File: config.mk
export PLATFORM = sky130hd
export DESIGN_NAME = usb_cmd_parser_flat
export DESIGN_NICKNAME = d
export VERILOG_FILES = /design/src/rtl/usb_cmd_parser_if.sv /design/src/rtl/usb_cmd_parser.sv /design/src/flat_wrapper.sv
export SDC_FILE = /design/constraint.sdc
export NUM_CORES = 1
export LEC_CHECK = 0
export BUFFER_PORTS_ARGS = -buffer_cell sky130_fd_sc_hd__buf_4
export CORE_ASPECT_RATIO = 1.75
export CORE_MARGIN = 2
export CORE_UTILIZATION = 45
export CTS_CLUSTER_SIZE = 8
export DETAILED_ROUTE_END_ITERATION = 7
export PLACE_DENSITY_LB_ADDON = 0.3
export SLEW_MARGIN = 20
export SYNTH_ARGS = -nofsm -noshare
export SYNTH_HDL_FRONTEND = slang
export SYNTH_SLANG_ARGS = --single-unit
File: constraint.sdc
create_clock -name clk -period 3.2 [get_ports clk]
set_input_delay 0 -clock clk [delete_from_list [all_inputs] [get_ports clk]]
set_output_delay 0 -clock clk [all_outputs]
set_load 0.005 [all_outputs]
File: src/rtl/usb_cmd_parser_if.sv
// rtl/usb_cmd_parser_if.sv - FIFO read port plus register-write and status bus of the command parser
interface usb_cmd_parser_if;
  logic        fifo_empty;
  logic [7:0]  fifo_data;
  logic        fifo_rd_en;
  logic        reg_wr_en;
  logic [7:0]  reg_addr;
  logic [7:0]  reg_wr_data;
  logic        frame_ok;
  logic        frame_err;
  logic [1:0]  err_code;
  logic [15:0] frame_cnt;

  modport master (
    input  fifo_empty, fifo_data,
    output fifo_rd_en, reg_wr_en, reg_addr, reg_wr_data,
    output frame_ok, frame_err, err_code, frame_cnt
  );

  modport slave (
    output fifo_empty, fifo_data,
    input  fifo_rd_en, reg_wr_en, reg_addr, reg_wr_data,
    input  frame_ok, frame_err, err_code, frame_cnt
  );
endinterface

File: src/rtl/usb_cmd_parser.sv
// rtl/usb_cmd_parser.sv - parses 55 AA ADDR LEN payload CHK frames from a byte FIFO into register writes
module usb_cmd_parser #(
  parameter int MAX_LEN     = 16,
  parameter int TIMEOUT_CYC = 1_000_000
) (
  input  logic             clk,
  input  logic             reset_n,
  usb_cmd_parser_if.master bus
);
  localparam int AW = (MAX_LEN > 1) ? $clog2(MAX_LEN) : 1;
  localparam int TW = (TIMEOUT_CYC > 1) ? $clog2(TIMEOUT_CYC) : 1;

  typedef enum logic [2:0] {HDR0, HDR1, ADDR, LEN, DATA, CHK, EMIT} state_t;

  state_t        state, state_nxt;
  logic          pending, byte_vld, rd_en;
  logic [7:0]    addr_q, len_q, chk_q, idx;
  logic [7:0]    addr_hold, data_hold, wr_addr, wr_data;
  logic [TW-1:0] tcnt;
  logic          in_frame, timeout, last_wr;
  logic          err_pulse, frame_err_q;
  logic [1:0]    err_nxt, err_code_q;
  logic [15:0]   frame_cnt_q;
  logic [7:0]    buffer [MAX_LEN];

  // Non-FWFT FIFO: data arrives the cycle after the pop, so keep one read in flight at most.
  assign byte_vld = pending;
  assign rd_en    = reset_n && !bus.fifo_empty && !pending && (state != EMIT);

  assign in_frame = (state != HDR0) && (state != EMIT);
  assign timeout  = in_frame && !byte_vld && (tcnt == TW'(TIMEOUT_CYC - 1));
  assign last_wr  = (state == EMIT) && (idx == len_q - 8'd1);
  assign wr_addr  = addr_q + idx;
  assign wr_data  = buffer[idx[AW-1:0]];

  always_comb begin
    state_nxt = state;
    err_pulse = 1'b0;
    err_nxt   = 2'd0;
    if (timeout) begin
      state_nxt = HDR0;
      err_pulse = 1'b1;
      err_nxt   = 2'd3;
    end else begin
      case (state)
        HDR0: if (byte_vld && bus.fifo_data == 8'h55) state_nxt = HDR1;
        HDR1: if (byte_vld) begin
          if (bus.fifo_data == 8'hAA)      state_nxt = ADDR;
          else if (bus.fifo_data != 8'h55) state_nxt = HDR0;
        end
        ADDR: if (byte_vld) state_nxt = LEN;
        LEN:  if (byte_vld) begin
          if (bus.fifo_data == 8'h00 || {1'b0, bus.fifo_data} > 9'(MAX_LEN)) begin
            state_nxt = HDR0;
            err_pulse = 1'b1;
            err_nxt   = 2'd1;
          end else begin
            state_nxt = DATA;
          end
        end
        DATA: if (byte_vld && idx == len_q - 8'd1) state_nxt = CHK;
        CHK:  if (byte_vld) begin
          if (bus.fifo_data == chk_q) begin
            state_nxt = EMIT;
          end else begin
            state_nxt = HDR0;
            err_pulse = 1'b1;
            err_nxt   = 2'd2;
          end
        end
        EMIT: if (last_wr) state_nxt = HDR0;
        default: state_nxt = HDR0;
      endcase
    end
  end

  always_ff @(posedge clk or negedge reset_n) begin
    if (!reset_n) begin
      state       <= HDR0;
      pending     <= 1'b0;
      tcnt        <= '0;
      idx         <= '0;
      addr_q      <= '0;
      len_q       <= '0;
      chk_q       <= '0;
      addr_hold   <= '0;
      data_hold   <= '0;
      frame_err_q <= 1'b0;
      err_code_q  <= '0;
      frame_cnt_q <= '0;
    end else begin
      state       <= state_nxt;
      pending     <= rd_en;
      frame_err_q <= err_pulse;
      if (err_pulse) err_code_q <= err_nxt;

      if (byte_vld || state_nxt == HDR0 || state_nxt == EMIT) tcnt <= '0;
      else                                                    tcnt <= tcnt + TW'(1);

      case (state)
        ADDR: if (byte_vld) begin
          addr_q <= bus.fifo_data;
          chk_q  <= bus.fifo_data;
        end
        LEN: if (byte_vld && state_nxt == DATA) begin
          len_q <= bus.fifo_data;
          chk_q <= chk_q + bus.fifo_data;
          idx   <= '0;
        end
        DATA: if (byte_vld) begin
          chk_q <= chk_q + bus.fifo_data;
          idx   <= idx + 8'd1;
        end
        CHK: if (byte_vld) idx <= '0;
        EMIT: begin
          idx       <= idx + 8'd1;
          addr_hold <= wr_addr;
          data_hold <= wr_data;
          if (last_wr) frame_cnt_q <= frame_cnt_q + 16'd1;
        end
        default: ;
      endcase
    end
  end

  // Payload buffer carries no reset; a frame is only emitted after it has been fully rewritten.
  always_ff @(posedge clk) begin
    if (state == DATA && byte_vld) buffer[idx[AW-1:0]] <= bus.fifo_data;
  end

  assign bus.fifo_rd_en  = rd_en;
  assign bus.reg_wr_en   = (state == EMIT);
  assign bus.reg_addr    = (state == EMIT) ? wr_addr : addr_hold;
  assign bus.reg_wr_data = (state == EMIT) ? wr_data : data_hold;
  assign bus.frame_ok    = last_wr;
  assign bus.frame_err   = frame_err_q;
  assign bus.err_code    = err_code_q;
  assign bus.frame_cnt   = frame_cnt_q;
endmodule

File: src/flat_wrapper.sv
// flat-port wrapper written by rule: the top's interface ports become plain ports
module usb_cmd_parser_flat 
#(
  parameter int MAX_LEN     = 16,
  parameter int TIMEOUT_CYC = 1_000_000
)
  (clk, reset_n, bus_fifo_empty, bus_fifo_data, bus_fifo_rd_en, bus_reg_wr_en, bus_reg_addr, bus_reg_wr_data, bus_frame_ok, bus_frame_err, bus_err_code, bus_frame_cnt);
  usb_cmd_parser_if bus_i ();
  input  logic clk;
  input  logic reset_n;
  input wire logic [$bits(bus_i.fifo_empty)-1:0] bus_fifo_empty;
  input wire logic [$bits(bus_i.fifo_data)-1:0] bus_fifo_data;
  output wire logic [$bits(bus_i.fifo_rd_en)-1:0] bus_fifo_rd_en;
  output wire logic [$bits(bus_i.reg_wr_en)-1:0] bus_reg_wr_en;
  output wire logic [$bits(bus_i.reg_addr)-1:0] bus_reg_addr;
  output wire logic [$bits(bus_i.reg_wr_data)-1:0] bus_reg_wr_data;
  output wire logic [$bits(bus_i.frame_ok)-1:0] bus_frame_ok;
  output wire logic [$bits(bus_i.frame_err)-1:0] bus_frame_err;
  output wire logic [$bits(bus_i.err_code)-1:0] bus_err_code;
  output wire logic [$bits(bus_i.frame_cnt)-1:0] bus_frame_cnt;
  assign bus_i.fifo_empty = bus_fifo_empty;
  assign bus_i.fifo_data = bus_fifo_data;
  assign bus_fifo_rd_en = bus_i.fifo_rd_en;
  assign bus_reg_wr_en = bus_i.reg_wr_en;
  assign bus_reg_addr = bus_i.reg_addr;
  assign bus_reg_wr_data = bus_i.reg_wr_data;
  assign bus_frame_ok = bus_i.frame_ok;
  assign bus_frame_err = bus_i.frame_err;
  assign bus_err_code = bus_i.err_code;
  assign bus_frame_cnt = bus_i.frame_cnt;
  usb_cmd_parser #(.MAX_LEN(MAX_LEN), .TIMEOUT_CYC(TIMEOUT_CYC)) u_core (.clk(clk), .reset_n(reset_n), .bus(bus_i));
endmodule
[After elaboration in Yosys (flattened, before gate mapping)]
Memory sizes are Yosys's and may differ from the RTL's.
Index checks and enable logic that the tools add are counted.
Cells by class
  add/sub/neg operators: 6
  magnitude comparators: 1
  equality and inequality tests: 19
  multiplexer cells: 38
  reductions and logical operators: 27
Operators by type and width (number)
  $mux W8: 8
  $mux W3: 12
  $pmux W8 S4: 1
  $pmux W8 S3: 1
  $pmux W3 S7: 1
  $add A20 B1 Y20 const B: 1
  $eq A20 B20 Y1 const B: 1
  $mux W20: 1
  $add A16 B1 Y16 const B: 1
  $add A8 B8 Y8: 2
  $eq A8 B8 Y1: 2
  $eq A3 B3 Y1 const B: 5
  $logic_and A1 B1 Y1: 11
  $add A8 B1 Y8 const B: 1
  $eq A8 B7 Y1 const B: 1
  $eq A8 B8 Y1 const B: 1
  $gt A8 B5 Y1 const B: 1
  $logic_not A8 Y1: 1
  $mux W1: 8
  $mux W2: 4
  $ne A2 B1 Y1 const B: 4
  $ne A8 B7 Y1 const B: 1
  $reduce_and A4 Y1: 2
  $sub A8 B1 Y8 const B: 1
  other kinds (11): 19
Word-level totals
  flip-flop bits (word level): 91
  RAM bits: 128
  input bits: 11
  output and inout bits: 38
  word-level logic and storage cells: 104
  memories: 1
Memories
  u_core.buffer: depth 16, bits a word 8, rd ports 1, clocked after Yosys merged registers in 0, wr ports 1, line usb_cmd_parser.sv:24  | logic [7:0] buffer [MAX_LEN];

[Logic depth before layout (Yosys ltp)]
  depth in word-level cells: 10
  gate-level depth with buffers: 10
  mapped depth without buffers: 9

[Least setup slack after synthesis]
No wires, ideal clock.
  path type: register to register
  from: register u_core.idx[1]
  to: register u_core.addr_hold[6]
  setup time: 129 ps
  data arrival time: 2451 ps
  data required time: 3071 ps
  path slack: 620 ps
  cell stages (with the launch flop): 11
  buffers on the path: 2
  period minus slack after synthesis: 2580 ps
  path through: dfrtp_1 > clkbuf_1 > buf_1 > inv_1 > fa_1 > nor2b_1 > o21ai_0 > a21oi_1 > o21a_1 > nor3_1 > o31ai_1
Between the ends
  cells in the longest elaborated chain, start to end: 2
Ends and longest elaborated chain
  from (decl): line usb_cmd_parser.sv:17  | logic [7:0] addr_q, len_q, chk_q, idx;
  from (signal assigned): line usb_cmd_parser.sv:112  | idx <= idx + 8'd1;
  from (signal assigned): line usb_cmd_parser.sv:116  | idx <= idx + 8'd1;
  $add A8 B8 Y8: line usb_cmd_parser.sv:33  | assign wr_addr = addr_q + idx;
  $mux W8
  via bus_reg_addr[6]: line flat_wrapper.sv:15  | output wire logic [$bits(bus_i.reg_addr)-1:0] bus_reg_addr;
  to (signal assigned): line usb_cmd_parser.sv:117  | addr_hold <= wr_addr;
  to (decl): line usb_cmd_parser.sv:18  | logic [7:0] addr_hold, data_hold, wr_addr, wr_data;
The timed path passes the listed nets, and every way through them passes these cells.
A chain may end at the register's enable or synchronous reset.

[Final worst setup path]
  from: register u_core.len_q[0]
  to: output bus_frame_ok
Between the ends
  cells in the longest elaborated chain, start to end: 3
Ends and longest elaborated chain
  from (decl): line usb_cmd_parser.sv:17
  from (signal assigned): line usb_cmd_parser.sv:106  | len_q <= bus.fifo_data;
  $sub A8 B1 Y8: line usb_cmd_parser.sv:32  | assign last_wr = (state == EMIT) && (idx == len_q - 8'd1);
  $eq A8 B8 Y1: line usb_cmd_parser.sv:32
  $logic_and A1 B1 Y1: line usb_cmd_parser.sv:32
  to (decl): line flat_wrapper.sv:17  | output wire logic [$bits(bus_i.frame_ok)-1:0] bus_frame_ok;
No other way between the ends.

==> impl_metrics.tcl <==
set metrics [dict create \
    synth-edff-count 128 \
    clk_latency_ns 0.55 \
    path_class "reg2out" \
    drive_above_1_share 0.202 \
    period_share 0.892 \
    antenna_cells 0 \
    cts.sinks 219 \
    total_leakage_power_nw 4.77 \
    tightest_slew_ns 0.778 \
    die_area_mm2 0.0234 \
    cp.arrival_ns 2.85 \
    seqPwrFrac 0.495 \
    synth_area_leaders "edfxtp_1 (39%), dfrtp_1 (23%), mux4_2 (9.0%)" \
    synth.net_count 774 \
    placedCellCount 1078 \
    final_max_slew_viol_count 0 \
    dieWidth_um 117 \
    grt_pass1_wl_um 35200 \
    syn_inst 740 \
    hold_ws_ns 0.0247 \
    yosys.area.top_type "edfxtp_1" \
    ys_seq_elements 219 \
    async_flop_share 0.416 \
    gp_congestion 0.822 \
    synthTopCellsByCount "edfxtp_1 (128), dfrtp_1 (91), nand2_1 (69)" \
    rsz0062_at_grt "false" \
    clockBufferDepth 3 \
    clkSlewWorstSetupHoldPaths_ns 0.05 \
    areaGrowthSynthToFinish_pct 18.0 \
    hp-class "in2async" \
    synth_area_mm2 0.00998 \
    die_h_um 201 \
    max-vdd-ir-drop_mv 0.311 \
    io_pins 49 \
    setup_viol 0 \
    cts_setup_buffers 0 \
    ys_types 61 \
    cp.required_ns 3.20 \
    io_buffers 48 \
    p_per_area_mw_per_mm2 515 \
    max_cap_violations 0 \
    reg2reg_depth 7 \
    status "completed" \
    rrSetupSlack_ns 0.63 \
    start_util 0.454 \
    cts-root-buf "clkbuf_16" \
    first_global_vias 6537 \
    grt_max_degree 34 \
    tritoncts "done" \
    relSlewSlack 0.480 \
    drc_errors 0 \
    synth.most_common_cell "edfxtp_1" \
    pwr-share-comb 0.021 \
    wire_per_inst_um 19.2 \
    grt_usage 0.197 \
    routed_wl_um 21900 \
    start_kind "flip-flop" \
    layout.nets 860 \
    antenna_found_initial 0 \
    synth-seq-area-share 0.613 \
    r2r_start "u_core.len_q[0]" \
    fin_tns_setup_ns 0 \
    synth_top_area_frac 0.385 \
    routed_via_density 5.44 \
    crit_fanout 17 \
    min_period_ns 2.85 \
    ctsResizeCount 0 \
    crit_path_end_kind "output pin" \
    cts_inserted_buffers 31 \
    power.share.clock 0.484 \
    h-tree-depth 1 \
    syn_area_per_cell_um2 13.5 \
    instances_no_fill 1142 \
    hpwl_um 14600 \
    drt_iter0_drc 400 \
    skew_ns 0.0163 \
    p_switching_w 0.00123 \
    max_freq_mhz 351 \
    total_power_w 0.00607 \
    p_int_w 0.00484 \
    coreArea_mm2 0.0220 \
    row_count 72 \
    switching_share 0.202 \
    hold_buffers 11 \
    r2r-end "u_core.bus.frame_cnt[1]" \
    finalHoldViolations 0 \
    yosys_warnings 0 \
    gr-total-overflow 0 \
    vias 6214 \
    drtAntennaViolNets 0 \
    synthFlopType "edfxtp_1" \
    firstDrtPassIters 5 \
]
power by group through the flow:
stage	logic, W	clock network, W	registers (W)
after floorplan	0.0000339	0	0.00305
after global placement	0.000115	0	0.00305
after detailed placement	0.000117	0	0.00305
after CTS	0.000131	0.00300	0.00300
after global routing	0.000142	0.00312	0.00300
final	0.000127	0.00294	0.00300
how the worst max path moves through the flow:
stage	end	cells after the start	start
floorplan	u_core.addr_hold[6]	10	u_core.idx[1]
global placement	u_core.bus.frame_cnt[1]	7	u_core.len_q[0]
detailed placement	u_core.bus.frame_cnt[1]	7	u_core.len_q[0]
CTS	bus_reg_wr_data[2]	6	u_core.idx[0]
global route	bus_reg_addr[6]	9	u_core.idx[1]
finish	bus_frame_ok	8	u_core.len_q[0]
layout by cell type (no fill, tap or decap), types with 2 or more instances in the layout:
cell           instances
nand2b_1               7
clkbuf_16             31
xor2_1                37
inv_1                 22
a31oi_1                6
nor4_1                10
buf_4                 75
and3_1                16
a21o_1                 2
or2_2                  2
a21oi_1               15
dlygate4sd3_1         10
nor3_1                25
and3b_1                2
fa_1                   2
o21ai_0               33
o31ai_1                3
xnor2_1               17
mux2i_1                8
mux2_2                10
or3_1                  4
nand3b_1               3
mux4_2                40
ha_1                  21
clkbuf_1              19
nand4_1                9
edfxtp_1             128
dfrtp_1               90
o21a_1                 2
nor2b_1                6
nand3_1               23
and4_1                 6
nand2_1               69
nor3b_1                3
nor2_1                53
and2_1                 6
through the flow:
stage / util / cell area, um^2 / setup WS [ns]
after floorplan: - / 9980 / 0.620
after global placement: 0.491 / 10800 / 0.731
after detailed placement: 0.491 / 10800 / 0.650
after CTS: 0.536 / 11800 / 0.324
after global routing: 0.536 / 11800 / 0.152
final: 0.536 / 11800 / 0.347
sequential cells by signal, indices dropped and copies added, names as in the netlist:
name                  cells
u_core.addr_q             8
u_core.bus.frame_err      1
u_core.addr_hold          8
u_core.tcnt              20
u_core.buffer           128
u_core.byte_vld           1
u_core.bus.err_code       2
u_core.bus.frame_cnt     16
u_core.len_q              8
u_core.chk_q              8
u_core.idx                8
u_core.state              3
u_core.data_hold          8
final cells by class:
cell class	instances	area [um^2]
inverter	22	82.6
clock inverter	2	13.8
tap	296	370
timing repair buffer	86	683
multi-input combinational	466	3650
clock buffer	51	861
sequential	219	6120
fill	1904	10200
cell families after synthesis:
family | Yosys count | synth area share
simple gates | 252 | 0.127
flops | 219 | 0.613
compound gates | 78 | 0.0491
mux | 59 | 0.111
buf+inv | 55 | 0.0213
xor+xnor | 54 | 0.0474
fa+ha+maj | 23 | 0.0303
layer usage:
metal,vias up,global-route usage,share of wire,wire (um)
met2,142,0.363,0.56,12200
met5,-,0,0,0
li1,2915,-,-,-
met3,49,0.0251,0.032,701
met4,0,0.0870,0.039,852
met1,3108,0.223,0.37,8180
worst max-delay path, cell delays in order (launching register included):
cell and delay [ns]:
dfrtp_1 0.43, inv_1 0.06, ha_1 0.27, or3_1 0.39, a31oi_1 0.30, o211ai_4 0.25
or3_4 0.45, inv_1 0.07, buf_4 0.10
Power figures use the tool's default switching activity.
